$ cat config.mk
export PLATFORM = sky130hd
export DESIGN_NAME = pq_sort_client_flat
export DESIGN_NICKNAME = d
export VERILOG_FILES = /design/src/rtl/pq_pkg.sv /design/src/rtl/pq_if.sv /design/src/rtl/pq_order_chk.sv /design/src/rtl/pq_sort_client.sv /design/src/flat_wrapper.sv
export SDC_FILE = /design/constraint.sdc
export NUM_CORES = 1
export LEC_CHECK = 0
export CORE_ASPECT_RATIO = 1.75
export CORE_MARGIN = 2
export CORE_UTILIZATION = 30
export DETAILED_ROUTE_END_ITERATION = 8
export PLACE_DENSITY = 0.65
export REMOVE_ABC_BUFFERS = 1
export SETUP_SLACK_MARGIN = 0.4
export SYNTH_ARGS = -nofsm -noshare
export SYNTH_HDL_FRONTEND = slang
export SYNTH_HIERARCHICAL = 1
export SYNTH_SLANG_ARGS = --single-unit
$ cat constraint.sdc
create_clock -name clk -period 2.1 [get_ports clk]
set_clock_uncertainty 0.15 [all_clocks]
set_input_delay 0.315 -clock clk [delete_from_list [all_inputs] [get_ports clk]]
set_output_delay 0.315 -clock clk [all_outputs]
set_load 0.01 [all_outputs]
$ cat src/rtl/pq_pkg.sv
// Shared types for the priority-queue sort client: key/value entry, FSM states
// and the key ordering predicate.
package pq_pkg;

    localparam int KEY_W = 16;
    localparam int VAL_W = 16;

    typedef logic [KEY_W-1:0] key_t;

    typedef struct packed {
        key_t             key;
        logic [VAL_W-1:0] val;
    } kv_t;

    typedef enum logic [1:0] {
        IDLE,
        LOAD,
        SETTLE,
        DRAIN
    } pq_client_state_t;

    // True when key breaks the required order relative to the previous key.
    function automatic logic key_out_of_order(input key_t key, input key_t prev,
                                              input logic min_first);
        return min_first ? (key < prev) : (key > prev);
    endfunction

endpackage

$ cat src/rtl/pq_if.sv
// Handshake bundle between the sort client and a priority-queue device.
interface pq_if;
    import pq_pkg::*;

    logic ivalid;
    logic irdy;
    kv_t  idata;
    logic busy;
    logic full;
    logic ovalid;
    logic ordy;
    kv_t  odata;

    modport client (output ivalid, idata, ordy,
                    input  irdy, busy, full, ovalid, odata);
    modport device (input  ivalid, idata, ordy,
                    output irdy, busy, full, ovalid, odata);

endinterface

$ cat src/rtl/pq_order_chk.sv
// Sticky monitor flagging a drained key stream that violates the sort order.
module pq_order_chk
    import pq_pkg::*;
#(
    parameter int MIN_FIRST = 1
) (
    input  logic clk,
    input  logic rst,
    input  logic first,
    input  logic valid,
    input  key_t key,
    output logic err
);

    logic err_q;
    key_t prev_q;

    always_ff @(posedge clk) begin
        if (!rst) begin
            err_q  <= 1'b0;
            prev_q <= '0;
        end else if (valid) begin
            prev_q <= key;
            if (!first && key_out_of_order(key, prev_q, MIN_FIRST != 0)) begin
                err_q <= 1'b1;
            end
        end
    end

    assign err = err_q;

endmodule

$ cat src/rtl/pq_sort_client.sv
// Loads an upstream batch into a priority-queue device, waits for it to settle,
// then drains it downstream in key order while checking that order.
module pq_sort_client
    import pq_pkg::*;
#(
    parameter int CNT_W     = 8,
    parameter int MIN_FIRST = 1
) (
    input  logic        clk,
    input  logic        rst,
    pq_if.client        pq,
    input  logic        s_valid,
    output logic        s_ready,
    input  kv_t         s_data,
    input  logic        s_last,
    output logic        m_valid,
    input  logic        m_ready,
    output kv_t         m_data,
    output logic        m_last,
    output logic [15:0] batch_cnt,
    output logic        order_err
);

    localparam logic [CNT_W-1:0] CNT_MAX = '1;

    pq_client_state_t state_q, state_d;
    logic [CNT_W-1:0] count_q, count_d;
    logic [15:0]      batch_q, batch_d;
    logic             first_q, first_d;
    logic             chk_valid;

    always_ff @(posedge clk) begin
        if (!rst) begin
            state_q <= IDLE;
            count_q <= '0;
            batch_q <= '0;
            first_q <= 1'b1;
        end else begin
            state_q <= state_d;
            count_q <= count_d;
            batch_q <= batch_d;
            first_q <= first_d;
        end
    end

    always_comb begin
        state_d   = state_q;
        count_d   = count_q;
        batch_d   = batch_q;
        first_d   = first_q;
        s_ready   = 1'b0;
        m_valid   = 1'b0;
        m_last    = 1'b0;
        pq.ivalid = 1'b0;
        pq.ordy   = 1'b0;
        pq.idata  = s_data;
        m_data    = pq.odata;

        case (state_q)
            IDLE: begin
                if (s_valid) begin
                    state_d = LOAD;
                end
            end
            LOAD: begin
                pq.ivalid = s_valid && !pq.full;
                s_ready   = pq.irdy && !pq.full;
                if (s_valid && s_ready) begin
                    count_d = count_q + 1'b1;
                    if (s_last || count_d == CNT_MAX) begin
                        state_d = SETTLE;
                    end
                end else if (pq.full && count_q != '0) begin
                    // Device filled up: drain what we have, rest is next batch.
                    state_d = SETTLE;
                end
            end
            SETTLE: begin
                first_d = 1'b1;
                if (!pq.busy) begin
                    state_d = DRAIN;
                end
            end
            DRAIN: begin
                m_valid = pq.ovalid;
                pq.ordy = m_ready;
                m_last  = pq.ovalid && (count_q == 1);
                if (pq.ovalid && m_ready) begin
                    first_d = 1'b0;
                    count_d = count_q - 1'b1;
                    if (count_q == 1) begin
                        state_d = IDLE;
                        batch_d = batch_q + 1'b1;
                    end
                end
            end
            default: state_d = IDLE;
        endcase

        // Handshakes stay quiet while reset is held, whatever the old state.
        if (!rst) begin
            s_ready   = 1'b0;
            m_valid   = 1'b0;
            m_last    = 1'b0;
            pq.ivalid = 1'b0;
            pq.ordy   = 1'b0;
        end
    end

    assign chk_valid = m_valid && m_ready;
    assign batch_cnt = batch_q;

    pq_order_chk #(
        .MIN_FIRST (MIN_FIRST)
    ) u_order_chk (
        .clk   (clk),
        .rst   (rst),
        .first (first_q),
        .valid (chk_valid),
        .key   (pq.odata.key),
        .err   (order_err)
    );

endmodule
$ cat src/flat_wrapper.sv
// flat-port wrapper written by rule: the top's interface ports become plain ports
module pq_sort_client_flat import pq_pkg::*;
#(
    parameter int CNT_W     = 8,
    parameter int MIN_FIRST = 1
)
  (clk, rst, s_valid, s_ready, s_data, s_last, m_valid, m_ready, m_data, m_last, batch_cnt, order_err, pq_ivalid, pq_idata, pq_ordy, pq_irdy, pq_busy, pq_full, pq_ovalid, pq_odata);
  pq_if pq_i ();
  input  logic clk;
  input  logic rst;
  input  logic s_valid;
  output logic s_ready;
  input  kv_t s_data;
  input  logic s_last;
  output logic m_valid;
  input  logic m_ready;
  output kv_t m_data;
  output logic m_last;
  output logic [15:0] batch_cnt;
  output logic order_err;
  output wire logic [$bits(pq_i.ivalid)-1:0] pq_ivalid;
  output wire logic [$bits(pq_i.idata)-1:0] pq_idata;
  output wire logic [$bits(pq_i.ordy)-1:0] pq_ordy;
  input wire logic [$bits(pq_i.irdy)-1:0] pq_irdy;
  input wire logic [$bits(pq_i.busy)-1:0] pq_busy;
  input wire logic [$bits(pq_i.full)-1:0] pq_full;
  input wire logic [$bits(pq_i.ovalid)-1:0] pq_ovalid;
  input wire logic [$bits(pq_i.odata)-1:0] pq_odata;
  assign pq_ivalid = pq_i.ivalid;
  assign pq_idata = pq_i.idata;
  assign pq_ordy = pq_i.ordy;
  assign pq_i.irdy = pq_irdy;
  assign pq_i.busy = pq_busy;
  assign pq_i.full = pq_full;
  assign pq_i.ovalid = pq_ovalid;
  assign pq_i.odata = pq_odata;
  pq_sort_client #(.CNT_W(CNT_W), .MIN_FIRST(MIN_FIRST)) u_core (.clk(clk), .rst(rst), .pq(pq_i), .s_valid(s_valid), .s_ready(s_ready), .s_data(s_data), .s_last(s_last), .m_valid(m_valid), .m_ready(m_ready), .m_data(m_data), .m_last(m_last), .batch_cnt(batch_cnt), .order_err(order_err));
endmodule
# Word level (Yosys, flattened, before mapping)
# Index checks and enable logic that the tools add are counted.
[word_totals]
register_bits = 44
elab_cells = 65
[classes]
addsub = 3
order_cmp = 1
eq_ne = 12
n_mux = 23
n_reduce_logical = 20
[op_table]
columns = ["operator", "count"]
rows = [
  ["adder 16 x 1 -> 16 bit (second input constant)", 1],
  ["less-than comparator 16 bit", 1],
  ["two-way mux 8 bit", 2],
  ["case mux 8 bit (2 select lines)", 1],
  ["two-way mux 2 bit", 7],
  ["two-way mux 1 bit", 11],
  ["adder 8 x 1 -> 8 bit (second input constant)", 1],
  ["== test 8 x 1 -> 1 bit (second input constant)", 1],
  ["== test 8 bit (second input constant)", 1],
  ["logical AND 1 bit", 8],
  ["case mux 2 bit (4 select lines)", 1],
  ["nonzero test 8 bit", 1],
  ["subtractor 8 x 1 -> 8 bit (second input constant)", 1],
  ["!= test 2 x 1 -> 1 bit (second input constant)", 3],
  ["AND reduction 3 bit", 2],
  ["AND reduction 6 bit", 1],
  ["== test 2 bit (second input constant)", 2],
  ["!= test 2 bit (second input constant)", 2],
  ["AND reduction 2 bit", 2],
  ["nonzero test 2 bit", 2],
  ["!= test 3 x 1 -> 1 bit (second input constant)", 1],
  ["!= test 3 bit (second input constant)", 1],
  ["== test 2 x 1 -> 1 bit (second input constant)", 1],
  ["zero test 1 bit", 2],
  ["other kinds (3)", 3],
]

# Logic depth before layout (Yosys ltp)
# Gate-level depths: netlist of the first run.
[depth]
word_depth = 6
mapped_depth = 8
ltp_nobuf = 7

# By module
# The synthesis of the first run kept the hierarchy.
[modules_own_cells]
columns = ["mod", "n_inst", "cells_per_inst", "area_per_inst_um2", "seq_area_each_um2"]
rows = [
  ["pq_sort_client", 1, 269, 2159.6, 540.5],
  ["pq_order_chk", 1, 106, 1009.7, 340.3],
]

# Worst setup path after synthesis of the first run
# OpenSTA, ideal clock, no wires.
[synth_timing]
path_type = "register to register"
start = "reg u_core.count_q[0]"
end = "reg u_core.batch_q[15], in the netlist u_core/batch_cnt[15]"
arrival_time_ns = 2.061
t_required_ns = 1.879
setup_slack_ns = -0.182
path_stages_with_launch = 8
path_buffers = 1
path_cell_list = "dfxtp_1 ha_1 or3b_1 clkbuf_1 nor3_4 nand4_2 or3_1 a21oi_1"
[synth_via]
elab_chain_len = 2
[synth_lines]
columns = ["element", "line", "rtl"]
rows = [
  ["start, declared", "pq_sort_client.sv:27", "logic [CNT_W-1:0] count_q, count_d;"],
  ["start signal, assigned", "pq_sort_client.sv:40", "count_q <= count_d;"],
  ["== test 8 x 1 -> 1 bit", "pq_sort_client.sv:91", "if (count_q == 1) begin"],
  ["AND reduction 3 bit (no line)", "n/a", ""],
  ["end signal, assigned", "pq_sort_client.sv:41", "batch_q <= batch_d;"],
  ["end, declared", "pq_sort_client.sv:28", "logic [15:0] batch_q, batch_d;"],
]
# No other way between the ends.
# A chain may end at the register's enable or synchronous reset.

# Worst setup path in the final report of the first run
[layout_timing]
start = "reg u_core.count_q[3]"
end = "reg u_core.batch_q[13], in the netlist u_core/batch_cnt[13]"
# The elaborated chain is that of the path after synthesis.

==> out/metrics.cfg, run 1 <==
[run_status]
outcome = finished, violations left
violations = negative setup slack

[floorplan]
die_y_microns = 140.0
io_pins = 159
start_util = 0.3077
die_width_microns = 81.70
dieArea_sq_mm = 0.01143
design.core.area_sq_mm = 0.01030
rows = 49

[pwr]
switching_share = 0.3191
cellInternalPower_mw = 2.115
pwr-share-seq = 0.307
power.total_mw = 3.106
p_clk_frac = 0.294
power_density_mw_per_mm2 = 704.0
netSwitchingPower_uw = 991.1
power_frac_comb = 0.399
p_leak_nw = 1.799
peakVddDrop_v = 0.0003507

[route]
drtIter0Drc = 90
viasPerCell = 5.049
routedWlPerCell_microns = 19.35
drtAntennaViolNets = 0
num_vias = 2772
drt_wl_total_microns = 10620
drc_errors = 0
first_pass_iters = 4

[global_route]
grt_pass1_wl_microns = 15730
grt_max_degree = 23
first_global_vias = 2714
antenna_found_initial = 0
grt_overflow = 0
grt_usage = 0.1838

[clock_network]
clk_latency_ns = 0.29
clock_sinks = 44
cts_hold_buf = 0
cts.clk_slew.worst_paths_ns = 0.07
htree_levels = 2
cts_tree = built
clock-root-buffer = clkbuf_16
cts_buffers = 5
ctsLongestPathBuffers = 2

[worst_setup_path]
reg2reg_slack_ns = -0.03
critPathCaptureType = flop
crit_type = reg -> reg
crit_chain = or4_4 -> nor3_4 -> nand4_2 -> or3_1 -> a21oi_1
cpPeakStageDelay_ns = 0.62
critPathRequiredTime_ns = 2.17
cp-endpoint = u_core/batch_cnt[13]
r2r_end = u_core/batch_cnt[13]
worstSetupStartpointType = flop
cp_data_arrival_time_ns = 2.19
r2r-start = u_core/count_q[3]
crit_fanout = 5
slowest_stage = or4_4
cp-startpoint = u_core/count_q[3]
rr_worst_depth = 5

[logic_synthesis]
synth_top_area_share = 0.2779
ys_async_sr_fraction = 0
synthSimpleGateAreaFrac = 0.2136
synth.distinct_cells = 48
synth_area_leaders = dfxtp_1 28%, buf_4 16%, ha_1 10%, mux2i_1 6.0%, xor2_1 3.9%
synth_seq_area_share = 0.2779
synth_compound_area_frac = 0.08725
synth.cell_area_sq_mm = 0.003169
postSynthAreaPerCell_sq_um = 8.451
synth_cells = 375
synth_mux_area_frac = 0.06356
synthAdderAreaFrac = 0.1026
synth_edf_count = 0
synth-seq-cells = 44
synth_warnings = 6
synth_top_family_by_area = simple AND/OR/NAND/NOR gates
synth_ff_type = dfxtp_1
synth_top_cell_by_area = dfxtp_1
synth_xor_area_frac = 0.05251

[layout]
final_cells = 549
drive_gt1_frac = 0.3223
design_area_sq_mm = 0.004412
nFillCells = 1013
antenna_cells = 0
nNetsFinal = 520
area_growth_pct = 39.20

[sta]
setup_slack_ns = -0.02654
tns_ns = -0.09165
finalHoldViolCount = 0
tightest_slew_ns = 0.3720
grt_setup_unrepaired = true
setup_violations = 6
max_freq_ghz = 0.4702
fin_crit_ns = 2.127
report.final.slew_viol_count = 0
finalCritPeriodShare = 1.013
slew_headroom = 0.7456

[placement]
post-dp-hpwl_microns = 7985
dp_cells = 523
port_buffers = 62
place.gp.congestion = 0.8540
placed_area_sq_mm = 0.003672

[flow_run]
cap_violations = 0

[worst_hold_path]
hold_class = in -> reg

-- cell usage in the layout (no fill, tap or decap), drive strengths merged, types with 3 or more instances in the layout --
cell and count:
nor2b 18, clkbuf 5, inv 24, ha 26, nor3 9, dfxtp 44
nor4 3, or3 4, mux2i 19, buf 59, o21ai 10, nand2 21
dlymetal6s2s 7, a21oi 12, clkdlybuf4s50 20, nor2 22, nand3 13, o31ai 3
and3 6, nand4 10, a2111oi 3, xnor2 5, xor2 14, nand2b 4
or4 3, dlygate4sd2 30
-- cell type report --
type	count	area, sq um	area share
well taps	127	158.9	0.03602
inverters	24	98.84	0.02240
clock buffers	5	125.1	0.02836
repair buffers	116	1099	0.2490
multi-input cells	230	1983	0.4495
flip-flops and latches	44	900.9	0.2042
clock inverters	3	46.29	0.01049
-- metrics by stage --
step,hold slack (ns),utilization,setup WS [ns]
after detailed placement,0.3344,0.3565,-0.3206
after floorplan,0.2269,-,-1.408
after CTS,0.3466,0.4124,-0.01442
final,0.3196,0.4283,-0.02654
after global routing,0.3803,0.4283,-0.1488
after global placement,0.3182,0.3565,-0.2710
-- synth_stat cells (2+ instances only) --
| cell type | number |
|---|---|
| xnor2_1 | 5 |
| ha_1 | 26 |
| xor2_1 | 14 |
| buf_6 | 2 |
| nor2b_1 | 18 |
| clkbuf_1 | 9 |
| o21a_1 | 2 |
| a22oi_1 | 2 |
| nand4b_1 | 2 |
| and3_1 | 6 |
| o31ai_1 | 3 |
| nand2b_1 | 4 |
| or4_1 | 2 |
| nor4_1 | 3 |
| inv_1 | 24 |
| nand2_1 | 21 |
| nor3_1 | 8 |
| or3_1 | 4 |
| nand4_1 | 9 |
| a21oi_1 | 12 |
| nand3_1 | 13 |
| a21o_1 | 2 |
| mux2i_1 | 19 |
| nor2_1 | 22 |
| a2111oi_0 | 3 |
| o21ai_0 | 10 |
| dfxtp_1 | 44 |
| buf_4 | 66 |
-- layer usage --
layer  vias up  global-route usage  wire (microns)
met5         -             0.06667              92
met4         4             0.03860             112
met3        12              0.1527            1803
met2       142              0.2744            4759
met1      1303              0.1951            3854
li1       1311                   -               -
-- kinds of logic after synthesis --
family                   Yosys count
AND/OR/NAND/NOR                  122
adder cells (fa/ha/maj)           26
XOR/XNOR                          19
multiplexers                      20
flip-flops                        44
buffers and inverters            101
AO/OA/AOI/OAI                     43
-- worst min path at each step --
stage	startpoint	end	slack, ns	cells after the start
6_report	pq_odata[27]	u_core/u_order_chk/prev_q[11]	0.32	4
5_1_grt	u_core/first_q	u_core/first_q	0.38	2
4_1_cts	u_core/batch_cnt[15]	u_core/batch_cnt[15]	0.35	2
3_5_place_dp	u_core/batch_cnt[15]	u_core/batch_cnt[15]	0.33	2
3_3_place_gp	u_core/batch_cnt[15]	u_core/batch_cnt[15]	0.32	2
2_1_floorplan	rst	u_core/first_q	0.23	1
-- power by group through the flow --
stage / clock (mW) / combinational (mW) / sequential [mW]
2_1_floorplan: 0 / 0.417 / 0.948
3_3_place_gp: 0 / 0.805 / 0.937
3_5_place_dp: 0 / 0.818 / 0.941
4_1_cts: 0.938 / 1.10 / 0.944
5_1_grt: 0.979 / 1.35 / 0.962
6_report: 0.913 / 1.24 / 0.953
-- flip-flops by register name (all words and copies together), names as in the netlist --
name	cells
u_core/first_q	1
u_core/count_q	8
u_core/u_order_chk/err	1
u_core/u_order_chk/prev_q	16
u_core/state_q	2
u_core/batch_cnt	16
-- what timing repair did --
item / 4_1_cts / 5_1_grt
resized for setup: 141 / 27
gates cloned: 1 / 0
pin swaps: 35 / 21
buffers inserted: 12 / 5
endpoints found under the setup margin: 78 / 54
-- critical path, delay by kind of cell, from the launching register on --
family             cells  cell delay [ns]
and+or+nand+nor        4             1.42
DFF                    1             0.33
AOI/OAI and AO/OA      1             0.14
Power figures use the tool's default switching activity.
==> run 2: changes to the inputs <==
--- a/config.mk
+++ b/config.mk
@@ -8,6 +8,7 @@
 export CORE_ASPECT_RATIO = 1.75
 export CORE_MARGIN = 2
 export CORE_UTILIZATION = 30
+export CTS_CLUSTER_DIAMETER = 150
 export DETAILED_ROUTE_END_ITERATION = 8
 export PLACE_DENSITY = 0.65
 export REMOVE_ABC_BUFFERS = 1
==> results of run 2 <==
Same layout as run 1: the final DEF is identical, and so are final timing and power.
==> run 3: changes to the inputs <==
--- a/config.mk
+++ b/config.mk
@@ -9,6 +9,7 @@
 export CORE_MARGIN = 2
 export CORE_UTILIZATION = 30
 export CTS_CLUSTER_DIAMETER = 150
+export CTS_CLUSTER_SIZE = 16
 export DETAILED_ROUTE_END_ITERATION = 8
 export PLACE_DENSITY = 0.65
 export REMOVE_ABC_BUFFERS = 1
==> results of run 3 <==
Same layout as run 1: the final DEF is identical, and so are final timing and power.
